$ cat src/rtl/uart_demux_pkg.sv
// rtl/uart_demux_pkg.sv - shared link tags and match-control field positions
package uart_demux_pkg;

  localparam logic [3:0] TAG_PL1_POSX  = 4'd3;
  localparam logic [3:0] TAG_PL1_POSY  = 4'd4;
  localparam logic [3:0] TAG_BALL_POSX = 4'd5;
  localparam logic [3:0] TAG_BALL_POSY = 4'd6;
  localparam logic [3:0] TAG_CTRL      = 4'd7;

  localparam int CTRL_PL1_SCORE_LSB  = 0;
  localparam int CTRL_PL2_SCORE_LSB  = 4;
  localparam int CTRL_FLAG_POINT_BIT = 8;
  localparam int CTRL_END_GAME_BIT   = 9;

  typedef enum logic {
    ST_IDLE,
    ST_COLLECT
  } demux_state_t;

  function automatic logic [3:0] word_tag(input logic [15:0] word);
    return word[15:12];
  endfunction

endpackage

$ cat src/rtl/uart_demux_link_watchdog.sv
// rtl/uart_demux_link_watchdog.sv - link-loss watchdog, alive until TIMEOUT_CYCLES-1 cycles pass without a kick
module link_watchdog #(
  parameter int TIMEOUT_CYCLES = 6500000
) (
  input  logic clk,
  input  logic rst,
  input  logic kick,
  output logic alive
);

  localparam int CW = $clog2(TIMEOUT_CYCLES);
  localparam logic [CW-1:0] LAST = CW'(TIMEOUT_CYCLES - 1);

  logic [CW-1:0] cnt;

  // alive falls on the same edge the counter lands on LAST; a kick always wins
  always_ff @(posedge clk) begin
    if (rst) begin
      cnt   <= '0;
      alive <= 1'b0;
    end else if (kick) begin
      cnt   <= '0;
      alive <= 1'b1;
    end else if (cnt != LAST) begin
      cnt <= cnt + 1'b1;
      if (cnt == LAST - 1'b1) alive <= 1'b0;
    end
  end

endmodule

$ cat src/rtl/uart_demux.sv
// rtl/uart_demux.sv - tagged-word frame collector committing game state atomically
// Optional link watchdog: BLOBBY_LINK_WATCHDOG_EN
module uart_demux
  import uart_demux_pkg::*;
#(
  parameter int TIMEOUT_CYCLES = 6500000
) (
  input  logic        clk,
  input  logic        rst,
  input  logic [15:0] data_in,
  input  logic        data_valid,
  output logic [11:0] pl1_posx,
  output logic [11:0] pl1_posy,
  output logic [11:0] ball_posx,
  output logic [11:0] ball_posy,
  output logic [3:0]  pl1_score,
  output logic [3:0]  pl2_score,
  output logic        flag_point,
  output logic        end_game,
  output logic        frame_update,
  output logic        link_ok,
  output logic [7:0]  err_cnt
);

  logic [3:0]   tag;
  logic [11:0]  payload;
  demux_state_t state, state_nxt;
  logic [2:0]   exp_tag, exp_tag_nxt;
  logic         store, abort, commit;
  logic [11:0]  sh_pl1_posx, sh_pl1_posy, sh_ball_posx, sh_ball_posy;

  assign tag     = word_tag(data_in);
  assign payload = data_in[11:0];

  always_comb begin
    state_nxt   = state;
    exp_tag_nxt = exp_tag;
    store       = 1'b0;
    abort       = 1'b0;
    commit      = 1'b0;
    if (data_valid) begin
      case (state)
        ST_IDLE: begin
          if (tag == TAG_PL1_POSX) begin
            state_nxt   = ST_COLLECT;
            exp_tag_nxt = TAG_PL1_POSY[2:0];
            store       = 1'b1;
          end
        end
        ST_COLLECT: begin
          if (tag == {1'b0, exp_tag}) begin
            store = 1'b1;
            if (tag == TAG_CTRL) begin
              commit    = 1'b1;
              state_nxt = ST_IDLE;
            end else begin
              exp_tag_nxt = exp_tag + 3'd1;
            end
          end else begin
            // an out-of-order tag 3 is treated as the start of a fresh frame
            abort = 1'b1;
            if (tag == TAG_PL1_POSX) begin
              store       = 1'b1;
              exp_tag_nxt = TAG_PL1_POSY[2:0];
            end else begin
              state_nxt = ST_IDLE;
            end
          end
        end
        default: state_nxt = ST_IDLE;
      endcase
    end
  end

  always_ff @(posedge clk) begin
    if (rst) begin
      state        <= ST_IDLE;
      exp_tag      <= TAG_PL1_POSX[2:0];
      sh_pl1_posx  <= '0;
      sh_pl1_posy  <= '0;
      sh_ball_posx <= '0;
      sh_ball_posy <= '0;
    end else begin
      state   <= state_nxt;
      exp_tag <= exp_tag_nxt;
      if (abort) begin
        sh_pl1_posx  <= '0;
        sh_pl1_posy  <= '0;
        sh_ball_posx <= '0;
        sh_ball_posy <= '0;
      end
      if (store) begin
        case (tag)
          TAG_PL1_POSX:  sh_pl1_posx  <= payload;
          TAG_PL1_POSY:  sh_pl1_posy  <= payload;
          TAG_BALL_POSX: sh_ball_posx <= payload;
          TAG_BALL_POSY: sh_ball_posy <= payload;
          default: ;
        endcase
      end
    end
  end

  // control word is committed straight from data_in, so it needs no shadow
  always_ff @(posedge clk) begin
    if (rst) begin
      pl1_posx     <= '0;
      pl1_posy     <= '0;
      ball_posx    <= '0;
      ball_posy    <= '0;
      pl1_score    <= '0;
      pl2_score    <= '0;
      flag_point   <= 1'b0;
      end_game     <= 1'b0;
      frame_update <= 1'b0;
      err_cnt      <= '0;
    end else begin
      frame_update <= commit;
      if (commit) begin
        pl1_posx   <= sh_pl1_posx;
        pl1_posy   <= sh_pl1_posy;
        ball_posx  <= sh_ball_posx;
        ball_posy  <= sh_ball_posy;
        pl1_score  <= payload[CTRL_PL1_SCORE_LSB +: 4];
        pl2_score  <= payload[CTRL_PL2_SCORE_LSB +: 4];
        flag_point <= payload[CTRL_FLAG_POINT_BIT];
        end_game   <= payload[CTRL_END_GAME_BIT];
      end
      if (abort && err_cnt != 8'hFF) err_cnt <= err_cnt + 8'd1;
    end
  end

`ifdef BLOBBY_LINK_WATCHDOG_EN
  link_watchdog #(
    .TIMEOUT_CYCLES(TIMEOUT_CYCLES)
  ) u_link_watchdog (
    .clk  (clk),
    .rst  (rst),
    .kick (commit),
    .alive(link_ok)
  );
`else
  always_ff @(posedge clk) begin
    if (rst) link_ok <= 1'b0;
    else if (commit) link_ok <= 1'b1;
  end
`endif

endmodule

$ cat config.mk
export PLATFORM = sky130hd
export DESIGN_NAME = uart_demux
export DESIGN_NICKNAME = d
export VERILOG_FILES = /design/src/rtl/uart_demux_pkg.sv /design/src/rtl/uart_demux_link_watchdog.sv /design/src/rtl/uart_demux.sv
export SDC_FILE = /design/constraint.sdc
export NUM_CORES = 1
export LEC_CHECK = 0
export BUFFER_PORTS_ARGS = -buffer_cell sky130_fd_sc_hd__clkbuf_2
export CORE_MARGIN = 2
export CORE_UTILIZATION = 45
export DETAILED_ROUTE_END_ITERATION = 10
export PLACE_DENSITY_LB_ADDON = 0.2
export SYNTH_ARGS = -nofsm -noshare
export SYNTH_HDL_FRONTEND = slang
export SYNTH_HIERARCHICAL = 1
export SYNTH_SLANG_ARGS = --single-unit
$ cat constraint.sdc
create_clock -name clk -period 3.1 [get_ports clk]
set_input_delay 0.31 -clock clk [delete_from_list [all_inputs] [get_ports clk]]
set_output_delay 0.31 -clock clk [all_outputs]
set_load 0.01 [all_outputs]
== Word-level counts from Yosys, hierarchy flattened ==
Index checks and enable logic that the tools add are counted.
Storage, ports and cells
  latch bits: 0
  output and inout port bits: 68
  bits in read-only memories: 0
  input port bits: 19
  bits in writable memories: 0
  memories: 0
  logic and storage cells: 60
  flip-flop bits (word level): 120
Cells by class
  add/subtract/negate cells: 2
  $lt $le $gt $ge: 0
  div/mod/pow operators: 0
  bitwise operators: 1
  reduce and logical (&&, ||, !) cells: 2
  muxes and demuxes: 30
  eq/ne operators: 8
  multipliers: 0
  shift-type cells: 0
Operators by type and width (number)
  12-bit two-way mux: 12
  4-bit by 3-bit == test with 1-bit output (second input constant): 4
  1-bit two-way mux: 12
  3-bit two-way mux: 3
  8-bit by 1-bit adder with 8-bit output (second input constant): 1
  8-bit inequality test (second input constant): 1
  3-bit case mux with 2 select lines: 1
  4-bit by 2-bit == test with 1-bit output (second input constant): 1
  4-bit by 3-bit == test with 1-bit output: 1
  1-bit case mux with 2 select lines: 2
  3-bit by 1-bit adder with 3-bit output (second input constant): 1
  3-bit inequality test (second input constant): 1
  2-bit AND reduction: 1
  1-bit logical AND: 1
  1-bit inverter: 1

== Depth between registers and ports, before layout ==
Gate-level depths: netlist of run 1.
  depth in word-level cells: 7
  gate-level depth with buffers: 7
  mapped depth without buffers: 5

== Worst setup path after synthesis of run 1 ==
Ideal clock, no wire load.
  path type: input to register
  from: in data_in[12]
  to: reg exp_tag[0]
  library setup time: 0.122 ns
  data required time: 2.978 ns
  arrival time: 1.575 ns
  buffers on the path: 2
  stages: 6
  path slack: 1.404 ns
  cell sequence: buf_2 -> xor2_2 -> nor4_4 -> buf_2 -> o2bb2ai_1 -> a221o_1
On the way
  word-level cells in the longest chain between the ends: 4
  elaborated cells between the ends (all ways): 8
  those cells by class: eq/ne (4); mux (3); reduce/logical (1)
Ends and longest elaborated chain
  start, declared: line uart_demux.sv:10  | input logic [15:0] data_in,
  4-bit by 2-bit == test with 1-bit output: line uart_demux.sv:44, uart_demux.sv:62
  3-bit two-way mux
  3-bit two-way mux: line uart_demux.sv:51  | if (tag == {1'b0, exp_tag}) begin
  3-bit case mux with 2 select lines: line uart_demux.sv:42  | case (state)
  end signal, assigned: line uart_demux.sv:78  | exp_tag <= TAG_PL1_POSX[2:0];
  end signal, assigned: line uart_demux.sv:85  | exp_tag <= exp_tag_nxt;
  end, declared: line uart_demux.sv:28  | logic [2:0] exp_tag, exp_tag_nxt;
Parallel ways exist; a longest one is shown, timed or not.
A chain may end at the register's enable or synchronous reset.

== Final worst setup path of run 1 ==
  from: reg exp_tag[1]
  to: reg sh_pl1_posy[6]
On the way
  word-level cells in the longest chain between the ends: 7
  elaborated cells between the ends (all ways): 10
  those cells by class: eq/ne (1); mux (9)
Ends and longest elaborated chain
  4-bit by 3-bit == test with 1-bit output *: line uart_demux.sv:51
  1-bit two-way mux: line uart_demux.sv:51
  1-bit two-way mux: line uart_demux.sv:42
  1-bit two-way mux: line uart_demux.sv:41  | if (data_valid) begin
  12-bit two-way mux: line uart_demux.sv:86  | if (abort) begin
  12-bit two-way mux: line uart_demux.sv:93  | case (tag)
  12-bit two-way mux *: line uart_demux.sv:92  | if (store) begin
  end signal, assigned: line uart_demux.sv:95  | TAG_PL1_POSY: sh_pl1_posy <= payload;
  end, declared: line uart_demux.sv:30  | logic [11:0] sh_pl1_posx, sh_pl1_posy, sh_ball_posx, sh_ball_posy;
Every way passes the cells marked *; elsewhere a longest branch is shown, timed or not.

==> impl_metrics.toml, run 1 <==
[run_status]
status = "complete, no violations"

[timing]
tightest_slew_ps = 994
timing.final.crit_period_ps = 2330
hold_viol = 0
tns_ps = 0
setup_violations = 0
finalMaxSlewViolations = 0
worst_clock_skew_ps = 6.20
rsz0062_at_grt = "no"
slew_headroom_pct = 33.5
period_share_pct = 75.3
clock.fmax_mhz = 429

[cts]
clock_sinks = 120
cts_setup_buffers = 0
clk_latency_ps = 510
cts_buffers = 17
path_clk_slew_ps = 60
cts_max_path_buffers = 2
cts_tree = "built"
htreeDepth = 4
cts-root-buf = "clkbuf_8"
cts_resized = 0
postCtsHoldBufs = 0

[synth]
syn_inst = 504
synth-seq-cells = 120
syn-num-nets = 525
synth_ff_type = "dfxtp_1"
seq_area_frac_synth_pct = 51.3
synth_edf_count = 0
netlist_area_sq_mm = 0.00468
asyncSetResetFlopFracSynth_pct = 0
avgSynthCellArea_sq_um = 9.29
synth.distinct_cells = 44
yosysWarningCount = 6

[critical_path]
worstSetupPathType = "reg2reg"
r2r_start = "exp_tag[1]"
critPathCaptureType = "register"
critPathArrivalTime_ps = 2770
required_ps = 3540
cp_max_fo = 19
cp-startpoint = "exp_tag[1]"
critPathLaunchType = "register"

[floorplanning]
rows = 37
die_w_um = 106
initial_core_util_pct = 45.8
io-pin-count = 87
fp.dieArea_sq_mm = 0.0112
fp.coreArea_sq_mm = 0.0102
die-height_um = 106

[pwr]
power.total_mw = 3.51
leakagePower_nw = 2.23
p_per_area_mw_per_mm2 = 608
ir_worst_vdd_mv = 0.268

[routing]
num_vias = 3934
ant_nets = 0
viasPerCell = 5.37
firstDrtPassIters = 5
post_drt_wl_per_cell_um = 15.6
met3WireLength_um = 646
drt_iter0_markers = 235
highest_layer = "met4"
drc = 0
wirelength_mm = 11.4
wl_met1_mm = 5.46
route.met2.wl_mm = 5.20

[final_layout]
nets = 604
fin_cells = 732
seqCellArea_sq_mm = 0.00240
syn_to_final_growth_pct = 23.4
fillers = 942
drive_above_1_share_pct = 26.7
n_antenna_cell = 0
final_cell_mix = "120 x dfxtp_1, 118 x nand2_1, 86 x clkbuf_2"
multi_input_area_sq_mm = 0.00210
final_common_cell = "dfxtp_1"

[worst_hold_path]
min_from = "data_in[11]"
hold_path_class = "in2reg"

[global_routing]
grt_pass1_vias = 3609
track_usage_pct = 21.2
grt_pass1_wl_mm = 18.3
grt_overflow = 0
grt_start_max_net_pins = 65
antenna_found_initial = 0

[place]
gp_congestion = 0.810
dpl.cell_count = 700
port_buffers = 86
dp_hpwl_mm = 7.68

[job]
max_cap_violations = 0
## report_power, final
part	internal (mW)	total (mW)	leakage (nW)	switching, mW
Sequential	1.55	1.55	0.966	0.00316
Clock	1.20	1.86	0.275	0.661
Combinational	0.0227	0.100	0.988	0.0775
Total	2.77	3.51	2.23	0.741
## worst paths after layout
path	slack, ps	endpoint	cells after the start
worst max-delay path	770	sh_pl1_posy[6]	5
worst max register to register	770	sh_pl1_posy[6]	5
worst min-delay path	110	sh_pl1_posy[11]	2
worst min register to register	460	sh_ball_posx[8]	2
## flip-flops by register name, indices dropped and copies added, names as in the netlist, 12 cells and up
| signal | flops |
|---|---|
| sh_ball_posy | 12 |
| ball_posx | 12 |
| ball_posy | 12 |
| pl1_posx | 12 |
| pl1_posy | 12 |
| sh_pl1_posx | 12 |
| sh_ball_posx | 12 |
| sh_pl1_posy | 12 |
## cell families after synthesis
logic type	Yosys count	synth area share, %
xor gates and xnor gates	3	1.04
muxes	39	8.39
adders and majority gates	2	0.534
buffers and inverters	43	4.22
and+or+nand+nor	183	17.6
AOI/OAI and AO/OA	114	17.0
DFF	120	51.3
## stage by stage
| stage | hold WS (ps) | area (sq um) | util (%) | setup WS, ps |
|---|---|---|---|---|
| finish | 110 | 5780 | 56.5 | 767 |
| detailed placement | 447 | 5210 | 51.0 | 676 |
| global placement | 442 | 5210 | 51.0 | 764 |
| floorplan | 427 | 4680 | - | 1400 |
| CTS | 97.7 | 5780 | 56.5 | 763 |
| global route | 108 | 5780 | 56.5 | 564 |
## worst max-delay path, cell delays in order (launching register included)
cell	delay (ps)
dfxtp_1	360
xor2_2	240
nor4_4	650
buf_4	340
and3_1	480
o2bb2ai_1	170
## cell usage after synthesis, types with 2 or more instances
cell type / number / area [sq um]
dfxtp_1: 120 / 2400
nand2_1: 118 / 443
a21oi_1: 42 / 210
mux2i_1: 37 / 370
clkbuf_1: 26 / 97.6
nand3_1: 26 / 130
o2bb2ai_1: 25 / 219
a31o_2: 22 / 193
o21ai_0: 12 / 60.1
nor2_1: 10 / 37.5
buf_4: 8 / 60.1
buf_2: 5 / 25.0
or3_1: 5 / 31.3
inv_1: 4 / 15.0
nand2b_1: 4 / 25.0
and3_1: 3 / 18.8
nor4_1: 3 / 18.8
xor2_2: 3 / 48.8
and2_1: 2 / 12.5
ha_1: 2 / 25.0
mux2_2: 2 / 22.5
nor3_1: 2 / 10.0
o21ai_1: 2 / 10.0
## final cells by class
class                   count  area share [%]
clock buffers              24            8.14
clock inverters             8            1.65
inverters                   4           0.281
multi-input cells         341            36.3
flip-flops and latches    120            41.6
well taps                 136            2.94
repair buffers             99            9.14
## metal layers
metal	up-vias	global-route usage (%)
li1	1938	-
met1	1877	29.0
met2	108	32.6
met3	11	5.76
met4	0	6.86
met5	-	0
(Power assumes the default switching activity.)
==> inputs of run 2 (changes only) <==
ABC_AREA = 1   (was default)
clock period = 2.2 ns   (was 3.1 ns; I/O delays follow)
==> impl_metrics.toml, run 2 <==
[synth]
yosys.area_share.adder_pct = 0.489
syn_inst = 716
yosysTopAreaCell = "dfxtp_1"
muxShareOfSynthArea_pct = 0
avgSynthCellArea_sq_um = 7.15
synth_ff_type = "dfxtp_1"
synth_area_leaders = "dfxtp_1 47%, nand2_1 16%, nand4_1 8.1%"
synth_edf_count = 0
netlist_area_sq_mm = 0.00512
synthTopCellsByCount = "215 x nand2_1, 120 x dfxtp_1, 78 x a21oi_1, 66 x nand4_1, 54 x inv_1"
synth_top_area_share_pct = 47.0
asyncSetResetFlopFracSynth_pct = 0
synthXorXnorAreaFrac_pct = 0.685
synth_top_family_by_area = "simple AND/OR/NAND/NOR gates"
yosysWarningCount = 6
synth-compound-area-share_pct = 9.10
yosys.cell_count.top_type = "nand2_1"
synth-seq-cells = 120
synth.distinct_cells = 27
syn-num-nets = 737
seq_area_frac_synth_pct = 47.0
synth-simple-area-share_pct = 33.7

[timing]
whs_ps = 113
tightest_slew_ps = 689
timing.final.crit_period_ps = 1770
tns_ps = 0
setup_violations = 0
worst_clock_skew_ps = 10.8
period_share_pct = 80.3
clock.fmax_mhz = 566
finalMaxSlewViolations = 0
hold_viol = 0
slew_headroom_pct = 54.1
rsz0062_at_grt = "no"

[cts]
cts_setup_buffers = 0
cts-root-buf = "clkbuf_16"
cts_tree = "built"
path_clk_slew_ps = 60
clock_sinks = 120
cts_max_path_buffers = 2
postCtsHoldBufs = 0
cts_resized = 0
cts_buffers = 17
clk_latency_ps = 410
htreeDepth = 4

[routing]
drc = 0
drt_iter0_markers = 299
wirelength_mm = 13.0
num_vias = 4822
viasPerCell = 5.16
ant_nets = 0
firstDrtPassIters = 4
post_drt_wl_per_cell_um = 13.9

[pwr]
leakagePower_nw = 2.70
ir_worst_vdd_mv = 0.586
p_per_area_mw_per_mm2 = 793
power.total_mw = 4.87

[critical_path]
required_ps = 2530
critPathCaptureType = "register"
worstSetupPathType = "reg2reg"
critPathArrivalTime_ps = 2100
critPathLaunchType = "register"
cp_max_fo = 9

[global_routing]
track_usage_pct = 21.7
antenna_found_initial = 0
grt_start_max_net_pins = 68
grt_overflow = 0
grt_pass1_wl_mm = 21.9
grt_pass1_vias = 4423

[floorplanning]
die-height_um = 111
initial_core_util_pct = 46.6
fp.coreArea_sq_mm = 0.0110
io-pin-count = 87
rows = 38
fp.dieArea_sq_mm = 0.0122
die_w_um = 111

[final_layout]
fin_util_pct = 55.9
fillers = 1077
fin_cells = 935
n_antenna_cell = 0
final_cell_mix = "215 x nand2_1, 120 x dfxtp_1, 86 x clkbuf_2"
nets = 805
syn_to_final_growth_pct = 20.1
drive_above_1_share_pct = 18.1
final_common_cell = "nand2_1"

[worst_hold_path]
hold_path_class = "in2reg"

[place]
port_buffers = 86
gp_congestion = 0.813
dpl.cell_count = 905
dp_hpwl_mm = 8.66

[run_status]
status = "complete, no violations"

[job]
max_cap_violations = 0
## run 2: changes by cell type after synthesis, sizes merged, moves of 9 or more
cell / before / now
nand2: 118 / 218
buf: 13 / 22
mux2i: 37 / 0
inv: 4 / 57
nand3: 26 / 40
a31o: 22 / 0
a21oi: 42 / 78
o2bb2ai: 25 / 0
nand4: 1 / 67
nor2: 10 / 54
## run 2: worst paths after layout
kind | start | endpoint | slack [ps] | cells after the start
hold / removal | data_in[8] | flag_point | 110 | 3
hold reg to reg | pl1_posy[6] | pl1_posy[6] | 460 | 2
setup reg to reg | err_cnt[0] | err_cnt[3] | 430 | 7
setup / recovery | err_cnt[0] | err_cnt[3] | 430 | 7
## run 2: routing by layer
| layer | GRT usage [%] | vias up | routed length, um |
|---|---|---|---|
| li1 | - | 2481 | - |
| met1 | 30.0 | 2196 | 6190 |
| met2 | 32.8 | 129 | 5990 |
| met3 | 5.38 | 16 | 609 |
| met4 | 8.17 | 0 | 200 |
| met5 | 0 | - | 0 |
## run 2: cell families after synthesis
| group | count (synthesis) |
|---|---|
| simple gates | 385 |
| flops | 120 |
| buf+inv | 112 |
| compound gates | 93 |
| xor+xnor | 4 |
| fa+ha+maj | 2 |
## run 2: critical path: stages (launching register included)
cell	delay [ps]
dfxtp_1	380
ha_1	200
nand2_1	90
nor2_1	130
nand4_1	270
nand3_1	390
nand2_1	90
a21oi_1	140
## run 2: cell type report
type | count | area (sq um) | share of cell area [%]
clock buffer | 20 | 447 | 7.27
clock inverter | 10 | 81.3 | 1.32
inverter | 59 | 221 | 3.61
multi-input combinational | 484 | 2250 | 36.7
sequential | 120 | 2400 | 39.1
tap | 140 | 175 | 2.85
timing repair buffer | 102 | 563 | 9.17
## run 2: power by group
group	internal (mW)	switching (mW)	leakage, nW	total [mW]
registers	2.18	0.00535	0.967	2.19
clock network	1.55	0.946	0.265	2.50
logic	0.0468	0.140	1.47	0.187
total	3.78	1.09	2.70	4.87
## run 2: per-stage QoR
stage / cell area (sq um) / setup WS (ps)
2_1_floorplan: 5120 / 679
3_3_place_gp: 5610 / 510
3_5_place_dp: 5610 / 444
4_1_cts: 6140 / 440
5_1_grt: 6140 / 163
6_report: 6140 / 434
==> inputs of run 3 (changes only) <==
clock period = 1.56 ns   (was 2.2 ns; I/O delays follow)
==> impl_metrics.toml, run 3 (synthesis results as in run 2) <==
[run_status]
status = "complete, but fails checks"
violations = "setup timing"

[global_routing]
antenna_found_initial = 0
use_met3_pct = 5.43
grt_pass1_wl_mm = 22.3
top_usage_layer = "met2"
grt_pass1_vias = 4497
grt_use_met2_pct = 34.4
use_met1_pct = 30.1
grt_overflow = 0
track_usage_pct = 22.0
grt_start_max_net_pins = 68

[floorplanning]
die_w_um = 111
rows = 38
io-pin-count = 87
fp.coreArea_sq_mm = 0.0110
die-height_um = 111
fp.dieArea_sq_mm = 0.0122
initial_core_util_pct = 46.6

[pwr]
p_per_area_mw_per_mm2 = 1090
leakagePower_nw = 2.92
ir_worst_vdd_mv = 1.10

[critical_path]
worst-path-buf-inv = 3
max_stage_delay_ps = 350
critPathCaptureType = "register"
worstSetupPathType = "reg2reg"
cp_cell_sequence = "inv_2, nand2_2, nand2_2, nor2_4, nand2_4, clkinv_8, nand3_4, clkbuf_16, nand2_2, a21oi_1"
critPathArrivalTime_ps = 1840
critPathLaunchType = "register"
r2r_slack_ps = -5
timing.rr.end = "pl1_posy[11]"
crit_top_cell = "nand2_2"
required_ps = 1840
cp_max_fo = 7
cp_top_family = "simple AND/OR/NAND/NOR gates"
cpMaxStageDelayCell = "dfxtp_2"
r2r_start = "exp_tag[0]"
worstRegToRegCells = 10

[cts]
path_clk_slew_ps = 50
cts_buffers = 17
clk_latency_ps = 410
htreeDepth = 4
clock_sinks = 120
cts-root-buf = "clkbuf_16"
postCtsHoldBufs = 0
cts_tree = "built"
cts_max_path_buffers = 2

[timing]
tns_ps = -6.19
slew_headroom_pct = 68.4
rsz0062_at_grt = "yes"
clock.fmax_mhz = 639
setup_violations = 2
fin_ws_ps = -4.72
period_share_pct = 100
finalMaxSlewViolations = 0
hold_viol = 0
worst_clock_skew_ps = 5.85
tightest_slew_ps = 470
timing.final.crit_period_ps = 1560

[final_layout]
final_cell_area_sq_mm = 0.00678
nets = 823
final_cell_mix = "181 x nand2_1, 115 x dfxtp_1, 86 x clkbuf_2"
syn_to_final_growth_pct = 32.4
drive_above_1_share_pct = 25.4
n_antenna_cell = 0
final_common_cell = "nand2_1"
fin_cells = 955

[routing]
num_vias = 5001
wirelength_mm = 14.0
ant_nets = 0
viasPerCell = 5.24
drt_iter0_markers = 431
drc = 0
post_drt_wl_per_cell_um = 14.6
firstDrtPassIters = 6

[worst_hold_path]
min_from = "data_in[7]"
min_to = "pl2_score[3]"
hold_path_class = "in2reg"
whs_path_depth = 3

[place]
dp_worst_setup_slack_ps = -101
port_buffers = 86
dpl.cell_count = 910
dp_hpwl_mm = 8.73
post_dp_cell_area_sq_mm = 0.00578
gp_congestion = 0.884

[job]
max_cap_violations = 0
==> run 3: changes by cell type in the layout (fill, tap and decap cells not counted), sizes merged <==
cell / before / now
clkinv: 10 / 6
clkinvlp: 1 / 6
bufinv: 1 / 3
buf: 16 / 29
inv: 57 / 56
clkbuf: 106 / 111
==> run 3: area by class of cell <==
class,instances,area (sq um)
clock inverter,12,150
fill,966,4210
multi-input combinational,484,2430
clock buffer,20,457
timing repair buffer,120,918
sequential,120,2410
inverter,59,234
tap,140,175
==> run 3: worst max path at each step <==
stage	startpoint	end	slack [ps]	depth (start not counted)
2_1_floorplan	err_cnt[1]	err_cnt[0]	40	8
3_3_place_gp	exp_tag[1]	sh_pl1_posy[1]	4	10
3_5_place_dp	exp_tag[0]	sh_pl1_posy[11]	-100	10
4_1_cts	exp_tag[0]	sh_ball_posy[3]	-100	10
5_1_grt	exp_tag[0]	pl1_posy[11]	-50	10
6_report	exp_tag[0]	pl1_posy[11]	-5	10
==> run 3: timing repair <==
action                                  4_1_cts  5_1_grt
setup buffers                                 0        6
pin swaps                                     0        4
cloned                                        0        7
resized for setup                             2       59
endpoints found under the setup margin       25      119
==> run 3: routing by layer <==
metal	vias up	routed length, um
met3	24	720
met4	0	276
met2	151	6470
met1	2308	6510
li1	2518	-
met5	-	0
==> run 3: report_power, final <==
| group | internal (mW) | leakage, nW | switching [mW] |
|---|---|---|---|
| Clock | 2.58 | 0.280 | 1.39 |
| Combinational | 0.0962 | 1.67 | 0.215 |
| Sequential | 3.08 | 0.967 | 0.00742 |
==> run 3: tightest hold or removal path, delay by kind of cell <==
kind                   cells  cell delay [ps]
AOI/OAI and AO/OA          1               60
buffers and inverters      1              100
and+or+nand+nor            1               80
==> run 3: stage by stage <==
stage / power, mW / hold WS (ps) / utilization [%]
6_report: 7.37 / 41.2 / 61.7
5_1_grt: 7.59 / 40.4 / 61.7
4_1_cts: 7.38 / 20.7 / 58.2
3_5_place_dp: 3.43 / 452 / 52.6
3_3_place_gp: 3.43 / 445 / 52.6
2_1_floorplan: 3.32 / 291 / -
